### src/rtl/digit_stream_ctrl_pkg.sv
// Shared definitions for the BCD-to-ASCII digit streamer: FSM encoding,
// ASCII constants and the nibble-to-character conversion.
package digit_stream_ctrl_pkg;

  typedef enum logic [2:0] {
    ST_IDLE  = 3'd0,
    ST_FETCH = 3'd1,
    ST_SEND  = 3'd2,
    ST_CR    = 3'd3,
    ST_LF    = 3'd4
  } state_t;

  localparam logic [7:0] ASCII_ZERO = 8'h30;
  localparam logic [7:0] ASCII_CR   = 8'h0D;
  localparam logic [7:0] ASCII_LF   = 8'h0A;
  localparam logic [7:0] ASCII_BAD  = 8'h3F;

  // Non-BCD nibbles are shown as '?' so a corrupt result is still visible.
  function automatic logic [7:0] to_ascii(input logic [3:0] d);
    if (d <= 4'd9) return ASCII_ZERO + {4'h0, d};
    else           return ASCII_BAD;
  endfunction

endpackage

### src/rtl/digit_extractor.sv
// Selects one BCD nibble out of the 8-digit snapshot; digit 0 sits in bits [3:0].
module digit_extractor (
  input  logic [31:0] snapshot,
  input  logic [2:0]  idx,
  output logic [3:0]  digit
);

  assign digit = snapshot[{idx, 2'b00} +: 4];

endmodule

### src/rtl/digit_stream_ctrl.sv
// Streams the snapshotted 8-digit BCD result to the UART TX byte interface,
// most significant digit first, with optional leading-zero blanking and CR/LF.
//
// state | meaning
// IDLE  | waiting for start; busy low
// FETCH | look up digit idx; skip it if it is a blanked leading zero
// SEND  | digit byte presented, waiting for tx_ready
// CR    | carriage return presented
// LF    | line feed presented; frame ends on its handshake
module digit_stream_ctrl
  import digit_stream_ctrl_pkg::*;
#(
  parameter bit BLANK_LEADING = 1'b1,
  parameter bit SEND_CRLF     = 1'b1
) (
  input  logic        clk,
  input  logic        rst_n,
  input  logic        start,
  input  logic [15:0] digits_a,
  input  logic [15:0] digits_b,
  output logic [7:0]  tx_data,
  output logic        tx_valid,
  input  logic        tx_ready,
  output logic        busy,
  output logic        done
);

  state_t      state_q, state_d;
  logic [2:0]  idx_q, idx_d;
  logic        lz_q, lz_d;
  logic [31:0] snap_q, snap_d;
  logic [7:0]  data_d;
  logic        valid_d, busy_d, done_d;
  logic [3:0]  digit;

  digit_extractor u_digit_extractor (
    .snapshot (snap_q),
    .idx      (idx_q),
    .digit    (digit)
  );

  always_ff @(posedge clk or negedge rst_n) begin
    if (!rst_n) begin
      state_q  <= ST_IDLE;
      idx_q    <= 3'd7;
      lz_q     <= 1'b1;
      snap_q   <= 32'h0;
      tx_data  <= 8'h00;
      tx_valid <= 1'b0;
      busy     <= 1'b0;
      done     <= 1'b0;
    end else begin
      state_q  <= state_d;
      idx_q    <= idx_d;
      lz_q     <= lz_d;
      snap_q   <= snap_d;
      tx_data  <= data_d;
      tx_valid <= valid_d;
      busy     <= busy_d;
      done     <= done_d;
    end
  end

  always_comb begin
    state_d = state_q;
    idx_d   = idx_q;
    lz_d    = lz_q;
    snap_d  = snap_q;
    data_d  = tx_data;
    valid_d = tx_valid;
    done_d  = 1'b0;
    case (state_q)
      ST_IDLE: begin
        if (start) begin
          snap_d  = {digits_b, digits_a};
          idx_d   = 3'd7;
          lz_d    = 1'b1;
          state_d = ST_FETCH;
        end
      end
      ST_FETCH: begin
        // Digit 0 is never blanked so an all-zero value still prints "0".
        if (BLANK_LEADING && lz_q && (digit == 4'd0) && (idx_q != 3'd0)) begin
          idx_d = idx_q - 3'd1;
        end else begin
          data_d  = to_ascii(digit);
          valid_d = 1'b1;
          lz_d    = 1'b0;
          state_d = ST_SEND;
        end
      end
      ST_SEND: begin
        if (tx_ready) begin
          if (idx_q != 3'd0) begin
            valid_d = 1'b0;
            idx_d   = idx_q - 3'd1;
            state_d = ST_FETCH;
          end else if (SEND_CRLF) begin
            data_d  = ASCII_CR;
            state_d = ST_CR;
          end else begin
            valid_d = 1'b0;
            done_d  = 1'b1;
            state_d = ST_IDLE;
          end
        end
      end
      ST_CR: begin
        if (tx_ready) begin
          data_d  = ASCII_LF;
          state_d = ST_LF;
        end
      end
      ST_LF: begin
        if (tx_ready) begin
          valid_d = 1'b0;
          done_d  = 1'b1;
          state_d = ST_IDLE;
        end
      end
      default: begin
        valid_d = 1'b0;
        state_d = ST_IDLE;
      end
    endcase
    busy_d = (state_d != ST_IDLE);
  end

endmodule

### config.mk
export PLATFORM = sky130hd
export DESIGN_NAME = digit_stream_ctrl
export DESIGN_NICKNAME = d
export VERILOG_FILES = /design/src/rtl/digit_stream_ctrl_pkg.sv /design/src/rtl/digit_extractor.sv /design/src/rtl/digit_stream_ctrl.sv
export SDC_FILE = /design/constraint.sdc
export NUM_CORES = 1
export LEC_CHECK = 0
export CAP_MARGIN = 20
export CELL_PAD_IN_SITES_DETAIL_PLACEMENT = 0
export CELL_PAD_IN_SITES_GLOBAL_PLACEMENT = 2
export CORE_UTILIZATION = 25
export DETAILED_ROUTE_END_ITERATION = 12
export HOLD_SLACK_MARGIN = 0.12
export PLACE_DENSITY_LB_ADDON = 0.08
export SLEW_MARGIN = 20
export SYNTH_ARGS = -nofsm -noshare
export SYNTH_HDL_FRONTEND = slang
export SYNTH_SLANG_ARGS = --single-unit
### constraint.sdc
create_clock -name clk -period 3.33 [get_ports clk]
set_input_delay 0.333 -clock clk [delete_from_list [all_inputs] [get_ports clk]]
set_output_delay 0.333 -clock clk [all_outputs]
set_load 0.005 [all_outputs]
==> impl_metrics.tcl, run 1 <==
set metrics [dict create \
    fin_skew_ns 0.007070 \
    port_buffers 44 \
    post_drt_via_cell_ratio 4.729 \
    clk_latency_ns 0.30 \
    pwr-share-clk 0.134 \
    cts_resized 0 \
    yosysMostFrequentCell "dfrtp_1" \
    worstPathRequired_ns 3.51 \
    syn_avg_cell_area_um2 12.88 \
    reg2reg_depth 5 \
    wire_per_inst_um 15.34 \
    grt_max_degree 48 \
    layout-drive-gt1-share 0.2902 \
    outcome "finished, final reports clean" \
    worst_pin_slew_ns 0.6030 \
    cts_root_buf "clkbuf_8" \
    gp_congestion 0.7492 \
    synth_warnings 0 \
    drc_errors 0 \
    nFillCells 883 \
    die_x_um 98.56 \
    period_share 0.7883 \
    hold_start "snap_q[17]" \
    dp_hpwl_um 3657 \
    synth.ff_latch_count 47 \
    crit_fanout 8 \
    startpoint_type "flip-flop" \
    htree_levels 2 \
    synth-edff-count 0 \
    path_clk_slew_ns 0.09 \
    drtIter0Drc 43 \
    antenna_cells 0 \
    core_um2 8891 \
    critPathCaptureType "flip-flop" \
    fin_setup_tns_ns 0 \
    hold_depth 1 \
    cap_violations 0 \
    power_density_nw_per_um2 950.4 \
    finalSetupViolCount 0 \
    critPathKind "flip-flop to flip-flop" \
    vias 1570 \
    cts.sinks 47 \
    drv_slew 0 \
    rsz0062_at_grt "false" \
    synthCells 181 \
    dr.pass1.iters 4 \
    routed_wl_um 5092 \
    p_seq_frac 0.391 \
    grt_pass1_vias 1691 \
    power_leakage_nw 1.185 \
    utilization 0.3348 \
    hp-class "flip-flop to flip-flop" \
    syn_area_um2 2331 \
    track_usage 0.1156 \
    cp-startpoint "idx_q[0]" \
    final_nets 261 \
    p_int_mw 1.815 \
    fp.dieH_um 98.56 \
    fin_crit_ns 2.625 \
    ys_types 41 \
    die_area_um2 9714 \
    relSlewSlack 0.5980 \
    r2r_start "idx_q[0]" \
    area_delta_synth_final_pct 27.70 \
    postRouteAntennaNets 0 \
    fmax_mhz 380.9 \
    p_switching_mw 1.013 \
    ios 47 \
    post-cts-setup-buffers 0 \
    cts_tree "built" \
    synth_top_area_frac 0.4616 \
    vdd_drop_max_v 0.0003058 \
    start_util 0.2622 \
    synthArstFlopShare 1.000 \
    ys_seq_area_frac 0.5067 \
    grt_antenna_before_repair 0 \
    arrival_ns 2.81 \
    yosys-top-cells-area "dfrtp_1 46%, mux2_2 18%, mux4_2 5.8%" \
    rrSetupSlack_ns 0.70 \
    grt-ovfl-total 0 \
    swShare 0.3582 \
    cts_hold_buf 0 \
    cts_inserted_buffers 5 \
    grt_pass1_wl_um 8763 \
    synth_top_area_cell "dfrtp_1" \
    rows 34 \
    cts_buffer_depth 2 \
    finalHoldViolations 0 \
    synthTopCellsByCount "43 x dfrtp_1, 38 x mux2_2, 9 x clkbuf_1" \
    synth_ff_type "dfrtp_1" \
    pwr-share-comb 0.476 \
]
[cell families after synthesis]
family | after synthesis | share of synthesized area
AOI/OAI and AO/OA | 31 | 0.1025
adders and majority gates | 2 | 0.01073
and+or+nand+nor | 34 | 0.08266
DFF | 47 | 0.5067
muxes | 49 | 0.2630
other | 1 | 0.001609
buffers and inverters | 17 | 0.03274
[registers in the layout, summed over array words and instances (netlist names)]
name	flops
state_q	3
lz_q	1
tx_valid	1
done	1
snap_q	32
tx_data	5
busy	1
idx_q	3
[layout by cell type, fill, tap and decap left out, drive strengths merged, types with 2 or more instances in the layout]
cell / synthesis / final
a211oi: 4 / 4
a21oi: 6 / 6
a22oi: 2 / 2
a311oi: 2 / 2
a31oi: 3 / 3
and3: 2 / 2
buf: 4 / 3
clkbuf: 9 / 8
clkdlybuf4s50: 0 / 43
conb: 1 / 2
dfrtp: 43 / 43
dfstp: 4 / 4
ha: 2 / 2
inv: 4 / 4
mux2: 38 / 38
mux2i: 5 / 5
mux4: 6 / 6
nand2: 5 / 5
nand2b: 4 / 4
nand3b: 3 / 3
nor2: 7 / 7
nor2b: 4 / 4
nor3: 3 / 3
nor3b: 2 / 2
o21ai: 5 / 5
[metal layers]
metal,vias to the layer above,global-route usage,part of all wire
met4,0,0.03559,0.013
met1,788,0.1499,0.48
li1,745,-,-
met3,6,0.02695,0.032
met2,31,0.1918,0.48
met5,-,0,0
[final timing paths]
check                        endpoint
setup reg to reg           tx_data[1]
hold / removal             snap_q[17]
setup / recovery           tx_data[1]
max in group asynchronous  tx_data[4]
min in group asynchronous        busy
hold reg to reg            snap_q[17]
[power groups by stage]
stage	clock network [mW]	registers (mW)	logic [mW]
global placement	0	1.13	1.31
finish	0.378	1.11	1.35
floorplan	0	1.00	1.05
CTS	0.397	1.11	1.36
global route	0.421	1.15	1.48
detailed placement	0	1.13	1.35
[layout make-up]
type / instances / area (um2) / area share
flip-flops and latches: 47 / 1181 / 0.3968
inverters: 4 / 15.01 / 0.005044
multi-input cells: 118 / 1082 / 0.3636
clock buffers: 8 / 100.1 / 0.03363
repair buffers: 47 / 462.9 / 0.1555
well taps: 108 / 135.1 / 0.04540
[worst max-delay path, stage by stage, from the launching register on]
cell	delay (ns)
dfstp_2	0.58
mux4_2	0.50
mux2_2	0.35
a311oi_4	0.47
a21bo_2	0.26
mux2_2	0.35
[per-stage QoR]
| stage | power, mW | instances | setup WS (ns) | instance area (um2) | hold WS [ns] |
|---|---|---|---|---|---|
| 2_1_floorplan | 2.055 | 182 | 0.9043 | 2335 | 0.03741 |
| 3_3_place_gp | 2.446 | 323 | 0.7998 | 2864 | 0.4996 |
| 3_5_place_dp | 2.478 | 323 | 0.7220 | 2864 | 0.4920 |
| 4_1_cts | 2.871 | 331 | 0.6907 | 2964 | 0.2580 |
| 5_1_grt | 3.055 | 332 | 0.5848 | 2977 | 0.5295 |
| 6_report | 2.829 | 332 | 0.7049 | 2977 | 0.5087 |
Note: power is estimated with default switching activity, not from simulation.
==> run 2: changes to the inputs <==
==> constraint.sdc (replaced) <==
create_clock -name clk -period 2.5 [get_ports clk]
set_input_delay 0.25 -clock clk [delete_from_list [all_inputs] [get_ports clk]]
set_output_delay 0.25 -clock clk [all_outputs]
set_load 0.005 [all_outputs]
==> run 2 against run 1 <==
Effect of this change:
- first-iteration DRC count fell by 21%
- routed wire length rose by 1.7%
- global-route usage fell by 0.22 points
- die area did not move
- sequential cell count did not move
- sequential share of layout area fell by 2.0 points
- largest cell class unchanged
- sequential power rose by 30%
- highest routed layer unchanged
==> impl_metrics.tcl, run 2 (synthesis gave the netlist of run 1 again) <==
set metrics [dict create \
    outcome "finished, final reports clean" \
    start_util 0.2622 \
    finalHoldViolations 0 \
    layout-drive-gt1-share 0.3333 \
    cts.sinks 47 \
    startpoint_type "flip-flop" \
    critPathCaptureType "flip-flop" \
    top_register "snap_q" \
    slowest_stage "dfstp_2" \
    dp.cells 331 \
    routed_wl_um 5178 \
    crit_chain "buf_12 > mux4_2 > mux2_4 > nor3_2 > a21bo_2 > mux2_2" \
    dp_slack_ns 0.01872 \
    drv_slew 0 \
    fin_crit_ns 2.425 \
    cts_root_buf "clkbuf_8" \
    stdcell_count 342 \
    ios 47 \
    top_regs "snap_q: 32 flops, tx_data: 5 flops" \
    worstPathRequired_ns 2.69 \
    grt_pass1_wl_um 8687 \
    grt_antenna_before_repair 0 \
    power_leakage_nw 1.266 \
    cap_violations 0 \
    die_area_um2 9714 \
    dr.pass1.iters 4 \
    drtIter0Drc 34 \
    relSlewSlack 0.6000 \
    cts_tree "built" \
    cts_buffer_depth 2 \
    dpl_cell_area_um2 2949 \
    vias 1609 \
    vdd_drop_max_v 0.0003629 \
    wire_per_inst_um 15.14 \
    core_um2 8891 \
    dp_hpwl_um 3817 \
    fin_skew_ns 0.009122 \
    crit_fanout 7 \
    seq_area_um2 1181 \
    rows 34 \
    finalInstanceArea_um2 3132 \
    rsz0062_at_grt "true" \
    worst_pin_slew_ns 0.6001 \
    finalSetupViolCount 0 \
    grt_pass1_vias 1713 \
    gp_congestion 0.7182 \
    fin_setup_tns_ns 0 \
    port_buffers 44 \
    htree_levels 2 \
    power_density_nw_per_um2 1315 \
    mostFrequentLayoutCells "43 x dfrtp_1, 43 x clkdlybuf4s50_1, 36 x mux2_2" \
    hp-class "input pin to asynchronous set/reset pin" \
    whs_ns 0.4887 \
    die_x_um 98.56 \
    arrival_ns 2.61 \
    critPathKind "flip-flop to flip-flop" \
    grt-ovfl-total 0 \
    post_drt_via_cell_ratio 4.705 \
    critical_path_buf_inv_count 1 \
    area_delta_synth_final_pct 34.35 \
    multi_input_area_um2 1101 \
    antenna_cells 0 \
    period_share 0.9699 \
    final_nets 271 \
    fmax_mhz 412.4 \
    setup_ws_ns 0.07530 \
    clk_latency_ns 0.30 \
    track_usage 0.1134 \
    cts_inserted_buffers 5 \
    grt_max_degree 48 \
    cpPeakStageDelay_ns 0.63 \
    fp.dieH_um 98.56 \
    largest_register_ffs 32 \
    postRouteAntennaNets 0 \
    drc_errors 0 \
    rrSetupSlack_ns 0.08 \
    p_total_mw 4.120 \
    utilization 0.3522 \
    cp_top_family "multiplexers" \
    nFillCells 862 \
    path_clk_slew_ns 0.09 \
]
==> run 2: cell types whose count changed in the layout (fill, tap and decap cells not counted), moves of 2 or more <==
cell / delta
bufinv_16: +2
mux2_4: +2
buf_12: +2
buf_4: +8
clkbuf_8: -2
mux2_2: -2
==> run 2: layout make-up <==
| cell class | count | area share |
|---|---|---|
| Timing Repair Buffer | 57 | 0.1798 |
| Clock buffer | 5 | 0.02197 |
| Tap cell | 108 | 0.04315 |
| Multi-Input combinational cell | 118 | 0.3516 |
| Sequential cell | 47 | 0.3771 |
| Inverter | 4 | 0.004794 |
| Clock inverter | 3 | 0.02157 |
==> run 2: worst register-to-register path, cell delays in order (launching register included) <==
cell and delay [ns]:
dfstp_2 0.63, buf_12 0.15, mux4_2 0.50, mux2_4 0.32, nor3_2 0.17, a21bo_2 0.20
mux2_2 0.34
==> run 2: path summary, 6_finish.rpt <==
path / to / cells past startpoint / start
max: tx_data[1] / 6 / idx_q[0]
min reg2reg: snap_q[21] / 1 / snap_q[21]
min in group clk: snap_q[21] / 1 / snap_q[21]
max reg2reg: tx_data[1] / 6 / idx_q[0]
max in group asynchronous: snap_q[15] / 2 / rst_n
min: done / 2 / rst_n
==> run 2: per-layer routing <==
layer  GRT usage  wire length, um  vias to the layer above
met4     0.03789               65                        0
met5           0                0                        -
met2      0.1836             2512                       31
met3     0.02766              178                        6
met1      0.1488             2420                      808
li1            -                -                      764
==> run 2: what timing repair did <==
item                                    in CTS  in global routing
hold buffers                                 0                  1
setup buffers                                0                  2
hold endpoints to repair                     0                 43
gates resized for setup                      0                  4
endpoints found under the setup margin       0                  5
==> run 2: report_power, final <==
| part | internal, mW | total, mW | switching, mW | leakage (nW) |
|---|---|---|---|---|
| clock network | 0.399 | 0.665 | 0.266 | 0.0644 |
| logic | 1.16 | 2.01 | 0.848 | 0.654 |
| registers | 1.17 | 1.44 | 0.278 | 0.548 |
==> run 3: changes to the inputs <==
--- a/config.mk
+++ b/config.mk
@@ -11,7 +11,7 @@
 export CORE_UTILIZATION = 25
 export DETAILED_ROUTE_END_ITERATION = 12
 export HOLD_SLACK_MARGIN = 0.12
-export PLACE_DENSITY_LB_ADDON = 0.08
+export PLACE_DENSITY = 0.61
 export SLEW_MARGIN = 20
 export SYNTH_ARGS = -nofsm -noshare
 export SYNTH_HDL_FRONTEND = slang
==> run 3 against run 2 <==
Effect of this change:
- count of clock-buffer cells in the layout is 1 higher
- total power is 1.4% lower
- setup slack better by 0.0072 ns
- design area is 1.0% lower
- combinational power is 3% lower
- critical endpoint unchanged
- die area stayed put
- first-iteration DRC count is 18% lower
- critical path type unchanged
==> impl_metrics.tcl, run 3 (synthesis gave the netlist of run 1 again) <==
set metrics [dict create \
    outcome "finished, final reports clean" \
    crit_fanout 4 \
    path_clk_slew_ns 0.09 \
    rows 34 \
    core_um2 8891 \
    post_drt_via_cell_ratio 4.638 \
    setup_ws_ns 0.08246 \
    top_register "snap_q" \
    power_leakage_nw 1.253 \
    dr.pass1.iters 4 \
    finalInstanceArea_um2 3099 \
    die_area_um2 9714 \
    fin_crit_ns 2.418 \
    finalSetupViolCount 0 \
    fin_setup_tns_ns 0 \
    hp-class "input pin to asynchronous set/reset pin" \
    die_x_um 98.56 \
    fmax_mhz 413.6 \
    rsz0062_at_grt "false" \
    finalHoldViolations 0 \
    fin_skew_ns 0.009463 \
    worstPathRequired_ns 2.68 \
    arrival_ns 2.60 \
    cts_tree "built" \
    dp.cells 329 \
    drc_errors 0 \
    port_buffers 44 \
    slowest_stage "dfstp_2" \
    drv_slew 0 \
    startpoint_type "flip-flop" \
    top_regs "snap_q: 32 flops, tx_data: 5 flops" \
    mostFrequentLayoutCells "43 x dfrtp_1, 43 x clkdlybuf4s50_1, 36 x mux2_2" \
    crit_chain "mux4_2 > mux2_2 > a311oi_4 > a21bo_2 > mux2_2" \
    period_share 0.9670 \
    grt_max_degree 35 \
    whs_ns 0.4151 \
    gp_congestion 0.7330 \
    largest_register_ffs 32 \
    vdd_drop_max_v 0.0003314 \
    ios 47 \
    cpPeakStageDelay_ns 0.61 \
    area_delta_synth_final_pct 32.96 \
    clk_latency_ns 0.30 \
    htree_levels 2 \
    dp_hpwl_um 3801 \
    drtIter0Drc 28 \
    cts_inserted_buffers 5 \
    start_util 0.2622 \
    critPathCaptureType "flip-flop" \
    track_usage 0.1140 \
    layout-drive-gt1-share 0.3147 \
    grt_pass1_wl_um 8590 \
    grt-ovfl-total 0 \
    dpl_cell_area_um2 2934 \
    wire_per_inst_um 14.79 \
    cap_violations 0 \
    vias 1577 \
    grt_antenna_before_repair 0 \
    cts.sinks 47 \
    routed_wl_um 5030 \
    stdcell_count 340 \
    cts_root_buf "clkbuf_8" \
    dp_slack_ns 0.05757 \
    rrSetupSlack_ns 0.08 \
    grt_pass1_vias 1589 \
    antenna_cells 0 \
    final_nets 269 \
    cp_common_cell "mux2_2" \
    power_density_nw_per_um2 1311 \
    cts_buffer_depth 2 \
    critPathKind "flip-flop to flip-flop" \
    fp.dieH_um 98.56 \
    postRouteAntennaNets 0 \
]
[run 3: metrics by stage]
step                        util  power (mW)
after CTS                 0.3460       4.067
after detailed placement  0.3300       3.395
after global routing      0.3486       4.376
after floorplan                -       2.738
final                     0.3486       4.064
after global placement    0.3300       3.375
[run 3: per-layer routing]
layer	track usage	vias to the layer above	part of all wire
met1	0.1730	774	0.52
li1	-	761	-
met5	0	-	0
met4	0.02411	0	0.0068
met3	0.02553	5	0.037
met2	0.1652	37	0.44
[run 3: worst paths after layout]
kind | end | startpoint | cells after the start
min in group clk | lz_q | lz_q | 2
max reg2reg | tx_data[1] | idx_q[0] | 5
max in group asynchronous | idx_q[1] | rst_n | 3
max | tx_data[1] | idx_q[0] | 5
min | busy | rst_n | 2
min reg2reg | lz_q | lz_q | 2
[run 3: worst max-delay path, delay by kind of cell (launching register included)]
family | cells | cell delay (ns)
AO/OA/AOI/OAI | 2 | 0.52
flip-flops | 1 | 0.61
multiplexers | 3 | 1.17
[run 3: final cells by class]
cell class	instances	area, um2
clock buffers	6	72.57
clock inverters	2	60.06
fillers	923	5792
inverters	4	15.01
multi-input cells	118	1090
flip-flops and latches	47	1181
well taps	108	135.1
repair buffers	55	545.5
[run 3: where the power goes]
| part | leakage (nW) | internal [mW] | switching, mW | total [mW] |
|---|---|---|---|---|
| Sequential | 0.548 | 1.17 | 0.303 | 1.47 |
| Combinational | 0.640 | 1.14 | 0.799 | 1.94 |
| Clock | 0.0654 | 0.400 | 0.258 | 0.657 |
| Total | 1.25 | 2.70 | 1.36 | 4.06 |
[run 3: what timing repair did]
item,in CTS,in global routing
resized for setup,0,2
hold endpoints to repair,19,0
setup endpoints to repair,0,4
setup buffers,0,2
hold buffers,1,0
